File: src/rtl/fetch_stage.sv
// fetch_stage: IF stage with PC register, redirect/squash and IF/ID reg.
// Optional stall/flush counters built only with FETCH_PERF_COUNTERS_EN.
//
// Ports:
//   Clock, Reset          rising-edge clock, async active-high reset
//   PCWriteEnable         0 holds PC (hazard stall)
//   IFIDWriteEnable       0 holds IF/ID register
//   BranchTaken/Target    branch redirect from ID (wins over jump)
//   Jump/JumpTarget       jump redirect from ID
//   IMemData/IMemAddr     instruction memory, combinational read at PC
//   IFIDInstruction       registered instruction to ID
//   IFIDPCPlus4           registered PC+4 of that instruction
//   IFIDValid             0 marks a bubble
//   StallCount/FlushCount saturating perf counters (0 when disabled)

module fetch_stage #(
  parameter logic [31:0] RESET_PC = 32'h0000_0000
) (
  input  logic        Clock,
  input  logic        Reset,
  input  logic        PCWriteEnable,
  input  logic        IFIDWriteEnable,
  input  logic        BranchTaken,
  input  logic [31:0] BranchTarget,
  input  logic        Jump,
  input  logic [31:0] JumpTarget,
  input  logic [31:0] IMemData,
  output logic [31:0] IMemAddr,
  output logic [31:0] IFIDInstruction,
  output logic [31:0] IFIDPCPlus4,
  output logic        IFIDValid,
  output logic [15:0] StallCount,
  output logic [15:0] FlushCount
);

  typedef struct packed {
    logic [31:0] instr;
    logic [31:0] pc4;
    logic        valid;
  } if_id_t;

  logic [31:0] pc;
  logic [31:0] pc4;
  logic [31:0] target;
  logic        redirect;
  logic        kill;
  if_id_t      ifid;

  assign pc4      = pc + 32'd4;
  assign redirect = BranchTaken | Jump;
  // Redirects during a PC stall are dropped; ID re-presents them.
  assign kill     = redirect & PCWriteEnable;

  always_comb begin
    target = BranchTaken ? BranchTarget : JumpTarget;
    target = target & ~32'h3;
  end

  always_ff @(posedge Clock or posedge Reset) begin
    if (Reset) begin
      pc <= RESET_PC;
    end else if (kill) begin
      pc <= target;
    end else if (PCWriteEnable) begin
      pc <= pc4;
    end
  end

  // Squash beats hold: a kill bubbles IF/ID even while ID is stalled.
  always_ff @(posedge Clock or posedge Reset) begin
    if (Reset) begin
      ifid <= '0;
    end else if (kill) begin
      ifid <= '0;
    end else if (IFIDWriteEnable) begin
      ifid <= '{instr: IMemData, pc4: pc4, valid: 1'b1};
    end
  end

  assign IMemAddr        = pc;
  assign IFIDInstruction = ifid.instr;
  assign IFIDPCPlus4     = ifid.pc4;
  assign IFIDValid       = ifid.valid;

`ifdef FETCH_PERF_COUNTERS_EN
  logic [15:0] stall_q;
  logic [15:0] flush_q;

  always_ff @(posedge Clock or posedge Reset) begin
    if (Reset) begin
      stall_q <= '0;
      flush_q <= '0;
    end else begin
      if (!PCWriteEnable && stall_q != 16'hFFFF)
        stall_q <= stall_q + 16'd1;
      if (kill && flush_q != 16'hFFFF)
        flush_q <= flush_q + 16'd1;
    end
  end

  assign StallCount = stall_q;
  assign FlushCount = flush_q;
`else
  assign StallCount = 16'h0000;
  assign FlushCount = 16'h0000;
`endif

endmodule

File: config.mk
export PLATFORM = sky130hd
export DESIGN_NAME = fetch_stage
export DESIGN_NICKNAME = d
export VERILOG_FILES = /design/src/rtl/fetch_stage.sv
export SDC_FILE = /design/constraint.sdc
export NUM_CORES = 1
export LEC_CHECK = 0
export ABC_AREA = 1
export BUFFER_PORTS_ARGS = -buffer_cell sky130_fd_sc_hd__buf_2
export CORE_MARGIN = 1
export CORE_UTILIZATION = 43
export CTS_CLUSTER_DIAMETER = 30
export DETAILED_ROUTE_END_ITERATION = 16
export PLACE_DENSITY = 0.78
export SLEW_MARGIN = 40
export SYNTH_ARGS = -nofsm -noshare
export SYNTH_HDL_FRONTEND = slang
export SYNTH_SLANG_ARGS = --single-unit
File: constraint.sdc
create_clock -name Clock -period 2.5 [get_ports Clock]
set_input_delay 0.125 -clock Clock [delete_from_list [all_inputs] [get_ports Clock]]
set_output_delay 0.125 -clock Clock [all_outputs]
set_load 0.03 [all_outputs]
==> impl_metrics.ini, run 1 <==
[run_status]
status = complete, no violations

[synth]
syn-cell-area_mm2 = 0.00497
synth-xor-area-share_pct = 0.176
async_reset_ff_share_pct = 100
synth_top_family_by_area = simple AND/OR/NAND/NOR gates
syn-mean-instance-area_um2 = 7.98
ys_seq_area_share_pct = 46.8
ys_types = 30
synthTopCellsByArea = dfrtp_1 (47%), nand2_1 (13%), nand3_1 (7.0%)
synthAdderAreaFrac_pct = 0.252
muxShareOfSynthArea_pct = 0.226
ys_seq_elements = 93
synth_top_area_share_pct = 46.8
synth_edf_count = 0
synthFlopType = dfrtp_1
yosysWarningCount = 0
yosysTopAreaCell = dfrtp_1
synthCells = 623
synth_compound_area_share_pct = 13.6
yosys.area_share.simple_pct = 28.2

[die]
start_util_pct = 45.1
rows = 38
dieArea_mm2 = 0.0120
coreArea_mm2 = 0.0110
die_y_um = 110
die_x_um = 110
io_pins = 231

[power_and_ir_drop]
ir_drop_v = 0.000401
p_int_mw = 2.98
power_mw = 4.72
power.share.sequential_pct = 39.2
total_leakage_power_nw = 3.34
clkPwrFrac_pct = 31.9
power.density_mw_per_mm2 = 750
combPwrFrac_pct = 28.9
switching_power_mw = 1.74
switching_share_pct = 36.8

[critical_path]
crit_type = reg -> reg
cp_max_fo = 5
rr_startpoint = IMemAddr[3]
worst-path-buf-inv = 0
crit_path_start_kind = register
slowest_stage = dfrtp_1
r2r_slack_ns = 0.82
crit_top_cell = nand2_1
crit_chain = ha_1, nand2_1, nor2_4, nand2_2, nor2_2, nand2_1, nand2_1, nand3_1, o21ai_0
cpLargestDelayFamily = simple AND/OR/NAND/NOR gates
worstPathRequired_ns = 2.75
cp.arrival_ns = 1.94
r2r_end = IFIDPCPlus4[24]
critPathMaxStageDelay_ns = 0.41
r2r_cells = 9
cp-end-kind = register

[sta]
slew_headroom_pct = 58.4
fmax_mhz = 594
period_needed_ns = 1.68
fin_setup_tns_ns = 0
finClkSkew_ns = 0.00963
worstMarginPinSlew_ns = 0.623
finalSetupViolCount = 0
min_period_over_period_pct = 67.3
timing.final.max_slew_violations = 0
rsz0062_at_grt = false
final_hold_viol_count = 0

[cells_and_area]
fillers = 1044
nNetsFinal = 908
multi_input_comb_area_mm2 = 0.00225
seqCellArea_mm2 = 0.00233
final_area_mm2 = 0.00629
drive_above_1_share_pct = 29.9
areaGrowthSynthToFinish_pct = 26.6

[cts]
cts_post_setup_buffers_inserted = 0
cts.clk_slew.worst_paths_ns = 0.07
clk_path_buf_depth = 2
clock_latency_ns = 0.34
cts_tree = built
cts-resized-gates = 0
cts_root_buf = clkbuf_16
h-tree-depth = 3
clock_sinks = 93
cts_buffers = 9

[grt]
grt.overflow.total = 0
track_usage_pct = 24.9
first_global_vias = 4560
grt_max_degree = 94
antenna_found_initial = 2
grt_first_pass_wirelength_um = 22700

[drt]
drcViolationCount = 0
routed_via_density = 5.19
drtAntennaViolNets = 0
vias = 4936
drt_first_pass_iters = 4
wirelength_um = 14400
drt_iter0_markers = 230
routedWlPerCell_um = 15.1

[hold_path]
worst_hold_path.endpoint = IFIDInstruction[14]
hold_path.class = in -> reg
hp-start = IMemData[14]
min_path_cells = 3

[flow_run]
maxCapViolations = 0

[placement]
io_buffers = 190
post-dp-hpwl_um = 10500
dpl_cell_area_mm2 = 0.00594
gp_congestion = 0.849
## cells in the final DEF, fill, tap and decap left out, types with 2 or more instances in the layout
cell type        n
nand3_1         70
buf_12           3
dfrtp_1         93
buf_2          190
nor2_4           7
inv_1           29
buf_4            7
a211oi_1         2
nand2_1        178
o21bai_1         8
nand2_2          2
a221oi_1        27
o21ai_1         10
a22oi_1          7
inv_2            2
inv_6            2
dlygate4sd3_1    2
conb_1          36
nand2_4          2
nor2_2           9
nor2_1          52
a31oi_1          2
and2_1           2
clkbuf_16        9
o21ai_0         22
bufinv_16        2
a21oi_1         25
## final cells by class
type	count	share of cell area, %
Clock buffer	10	3.80
Clock inverter	6	1.45
Inverter	33	2.03
Sequential cell	93	37.0
Timing Repair Buffer	202	17.2
Multi-Input combinational cell	466	35.7
Tap cell	140	2.78
Antenna cell	1	0.0398
## worst reg2reg max path, cell delays in order, from the launching register on
cell and delay, ns:
dfrtp_1 0.41, ha_1 0.18, nand2_1 0.11, nor2_4 0.20, nand2_2 0.13, nor2_2 0.19
nand2_1 0.07, nand2_1 0.05, nand3_1 0.10, o21ai_0 0.16
## cells in the mapped netlist (2+ instances only)
master	n
buf_2	15
dfrtp_1	93
o21ai_0	22
a211oi_1	2
inv_1	31
a22oi_1	7
nor2_1	52
and2_1	2
a221oi_1	27
nor2_2	9
a21oi_1	25
nand2_2	2
nand2_1	178
clkbuf_1	13
o21ai_1	10
nand2_4	2
buf_4	37
nand3_1	70
o21bai_1	8
a31oi_1	2
nor2_4	7
## repair_timing
item	in CTS	in global routing
endpoints found under the setup margin	0	0
hold buffers	2	0
hold endpoints to repair	94	0
## through the flow
stage	worst slack [ns]	utilization (%)	std cells	hold slack (ns)
after floorplan	0.893	-	658	0.270
after CTS	0.801	57.0	950	0.00105
final	0.817	57.1	951	0.00938
after global routing	0.636	57.0	950	0.0113
after global placement	0.845	53.9	932	0.304
after detailed placement	0.809	53.9	932	0.312
## flip-flops by register name, summed over array words and instances (netlist names)
register / cells
IFIDPCPlus4: 30
IMemAddr: 30
IFIDInstruction: 32
IFIDValid: 1
## cells by family (layout without fill, tap and decap cells)
logic type	count (synthesis)	in the layout
and+or+nand+nor	323	323
AOI/OAI and AO/OA	104	104
buffers and inverters	99	251
DFF	93	93
adders and majority gates	1	1
other	1	37
xor gates and xnor gates	1	1
muxes	1	1
## power groups by stage
stage | Sequential, mW | Combinational (mW) | Clock (mW)
floorplan | 2.20 | 0.628 | 0
global placement | 1.86 | 1.35 | 0
detailed placement | 1.87 | 1.37 | 0
CTS | 1.85 | 1.37 | 1.54
global route | 1.88 | 1.49 | 1.60
finish | 1.85 | 1.37 | 1.51
## layer usage
metal  up-vias  routed length (um)  GRT usage, %
met5         -                  13             0
met4         2                 144          7.81
met3        14                1130          6.05
met2       224                7260          43.3
met1      2331                5820          30.3
li1       2365                   -             -
## worst max path at each step
stage / startpoint / end / slack [ns] / depth (start not counted)
6_report: IMemAddr[3] / IFIDPCPlus4[24] / 0.82 / 9
5_1_grt: IMemAddr[3] / IFIDPCPlus4[24] / 0.64 / 9
4_1_cts: IMemAddr[3] / IFIDPCPlus4[24] / 0.80 / 9
3_5_place_dp: BranchTaken / IFIDInstruction[6] / 0.81 / 7
3_3_place_gp: BranchTaken / IMemAddr[25] / 0.85 / 5
2_1_floorplan: IMemAddr[3] / IMemAddr[26] / 0.89 / 8
(Power assumes the default switching activity.)
==> run 2, diff against run 1 <==
==> constraint.sdc (replaced) <==
create_clock -name Clock -period 1.5 [get_ports Clock]
set_input_delay 0.075 -clock Clock [delete_from_list [all_inputs] [get_ports Clock]]
set_output_delay 0.075 -clock Clock [all_outputs]
set_load 0.03 [all_outputs]
==> run 2 against run 1 <==
Against the previous run:
- the run now ends with setup timing left
- critical path depth stayed put
- global-route usage is 3.8 points higher
- clock skew is 0.0038 ns higher
- register-to-register slack worse by 0.88 ns
- largest power group unchanged
==> impl_metrics.ini, run 2 (synthesis results as in run 1) <==
[drt]
routedWlPerCell_um = 16.6
drt_first_pass_iters = 5
wirelength_um = 16800
drcViolationCount = 0
vias = 5365
drt_iter0_markers = 269
routed_via_density = 5.29
drtAntennaViolNets = 0

[run_status]
violations = setup timing
status = finished, violations left

[placement]
pre_cts_ws_ns = -0.101
post-dp-hpwl_um = 11100
io_buffers = 190
gp_congestion = 0.897
dpl_cell_area_mm2 = 0.00611

[sta]
layout_setup_ws_ns = -0.0673
fmax_mhz = 638
worstMarginPinSlew_ns = 0.739
slew_headroom_pct = 50.6
period_needed_ns = 1.57
final_hold_viol_count = 0
timing.final.max_slew_violations = 0
finalSetupViolCount = 18
rsz0062_at_grt = true
finClkSkew_ns = 0.0134
min_period_over_period_pct = 104

[power_and_ir_drop]
power_mw = 8.04
ir_drop_v = 0.000769
power.density_mw_per_mm2 = 1150
total_leakage_power_nw = 3.65

[die]
die_x_um = 110
io_pins = 231
start_util_pct = 45.1
dieArea_mm2 = 0.0120
coreArea_mm2 = 0.0110
die_y_um = 110
rows = 38

[cts]
clk_path_buf_depth = 2
cts_buffers = 9
clock_latency_ns = 0.35
cts.clk_slew.worst_paths_ns = 0.07
cts_root_buf = clkbuf_16
cts_tree = built
h-tree-depth = 3
clock_sinks = 93

[critical_path]
crit_path_start_kind = register
crit_type = reg -> reg
cp_max_fo = 6
worstPathRequired_ns = 1.78
cp.arrival_ns = 1.84
cp-end-kind = register

[cells_and_area]
fillers = 924
drive_above_1_share_pct = 35.7
nNetsFinal = 972
final_area_mm2 = 0.00699
final_cell_mix = buf_2 (190), nand2_1 (171), dfrtp_1 (85)
utilization_pct = 63.4
largest_reg_flops = 32
areaGrowthSynthToFinish_pct = 40.6
mostFrequentLayoutCell = buf_2

[flow_run]
maxCapViolations = 0

[grt]
track_usage_pct = 28.7
grt_first_pass_wirelength_um = 26000
first_global_vias = 5163
grt_max_degree = 57
antenna_found_initial = 3
grt.overflow.total = 0

[hold_path]
hold_path.class = in -> reg
run 2: cell count changes in the layout (fill, tap and decap cells not counted), moves of 6 or more:
cell	change
a21oi_1	-11
a21oi_2	+10
buf_4	+33
dfrtp_1	-8
dfrtp_2	+8
dlygate4sd3_1	+30
nand2_1	-7
nor2_4	+6
o21ai_0	-13
o21ai_1	+9
run 2: critical path, stage by stage, from the launching register on:
cell	delay, ns
dfrtp_2	0.41
ha_4	0.16
nand2_4	0.06
nor2_4	0.19
nand2_4	0.13
nor2_4	0.19
nand2_1	0.06
nand2_1	0.07
nand3_2	0.09
a21oi_2	0.13
run 2: final cells by class:
class | instances | area, um2 | share of cell area (%)
Antenna cell | 1 | 2.50 | 0.0358
Clock buffer | 12 | 236 | 3.38
Clock inverter | 4 | 48.8 | 0.698
Inverter | 33 | 128 | 1.83
Multi-Input combinational cell | 466 | 2420 | 34.6
Sequential cell | 93 | 2340 | 33.4
Tap cell | 140 | 175 | 2.51
Timing Repair Buffer | 266 | 1640 | 23.5
run 2: where the power goes:
part / leakage, nW / total (mW) / switching (mW) / internal (mW)
Clock: 0.141 / 2.26 / 0.968 / 1.29
Combinational: 2.38 / 2.70 / 1.81 / 0.887
Sequential: 1.13 / 3.08 / 0.270 / 2.81
Total: 3.65 / 8.04 / 3.05 / 4.99
run 2: final timing paths:
kind | start | to | slack (ns) | cells after the start
worst max register to register | IMemAddr[2] | IMemAddr[26] | -0.07 | 9
max in group asynchronous | Reset | IMemAddr[3] | 0.66 | 4
worst min-delay path | IMemData[1] | IFIDInstruction[1] | 0.004 | 3
worst max-delay path | IMemAddr[2] | IMemAddr[26] | -0.07 | 9
min in group asynchronous | Reset | IMemAddr[5] | 0.39 | 4
worst min register to register | IFIDInstruction[12] | IFIDInstruction[12] | 0.47 | 2
run 2: per-stage QoR:
stage	hold slack [ns]	setup TNS [ns]	cells
after floorplan	0.220	0	658
after global placement	0.182	-4.21	952
after detailed placement	0.191	-0.735	952
after CTS	0.00507	-0.501	1007
after global routing	0.0192	-4.47	1015
final	0.00416	-0.614	1015
run 2: repair_timing:
item                                   4_1_cts  5_1_grt
cloned                                       0        0
pin swaps                                   12       24
endpoints found under the hold margin      124        0
resized for setup                           16       44
hold buffers                                32        0
buffers inserted                             7        8
setup endpoints to repair                   24       50
run 2: metal layers:
metal | vias up | global-route usage [%] | wire length (um)
li1 | 2506 | - | -
met1 | 2517 | 34.1 | 6500
met2 | 297 | 48.7 | 8290
met3 | 41 | 7.17 | 1540
met4 | 4 | 13.1 | 481
met5 | - | 0 | 27
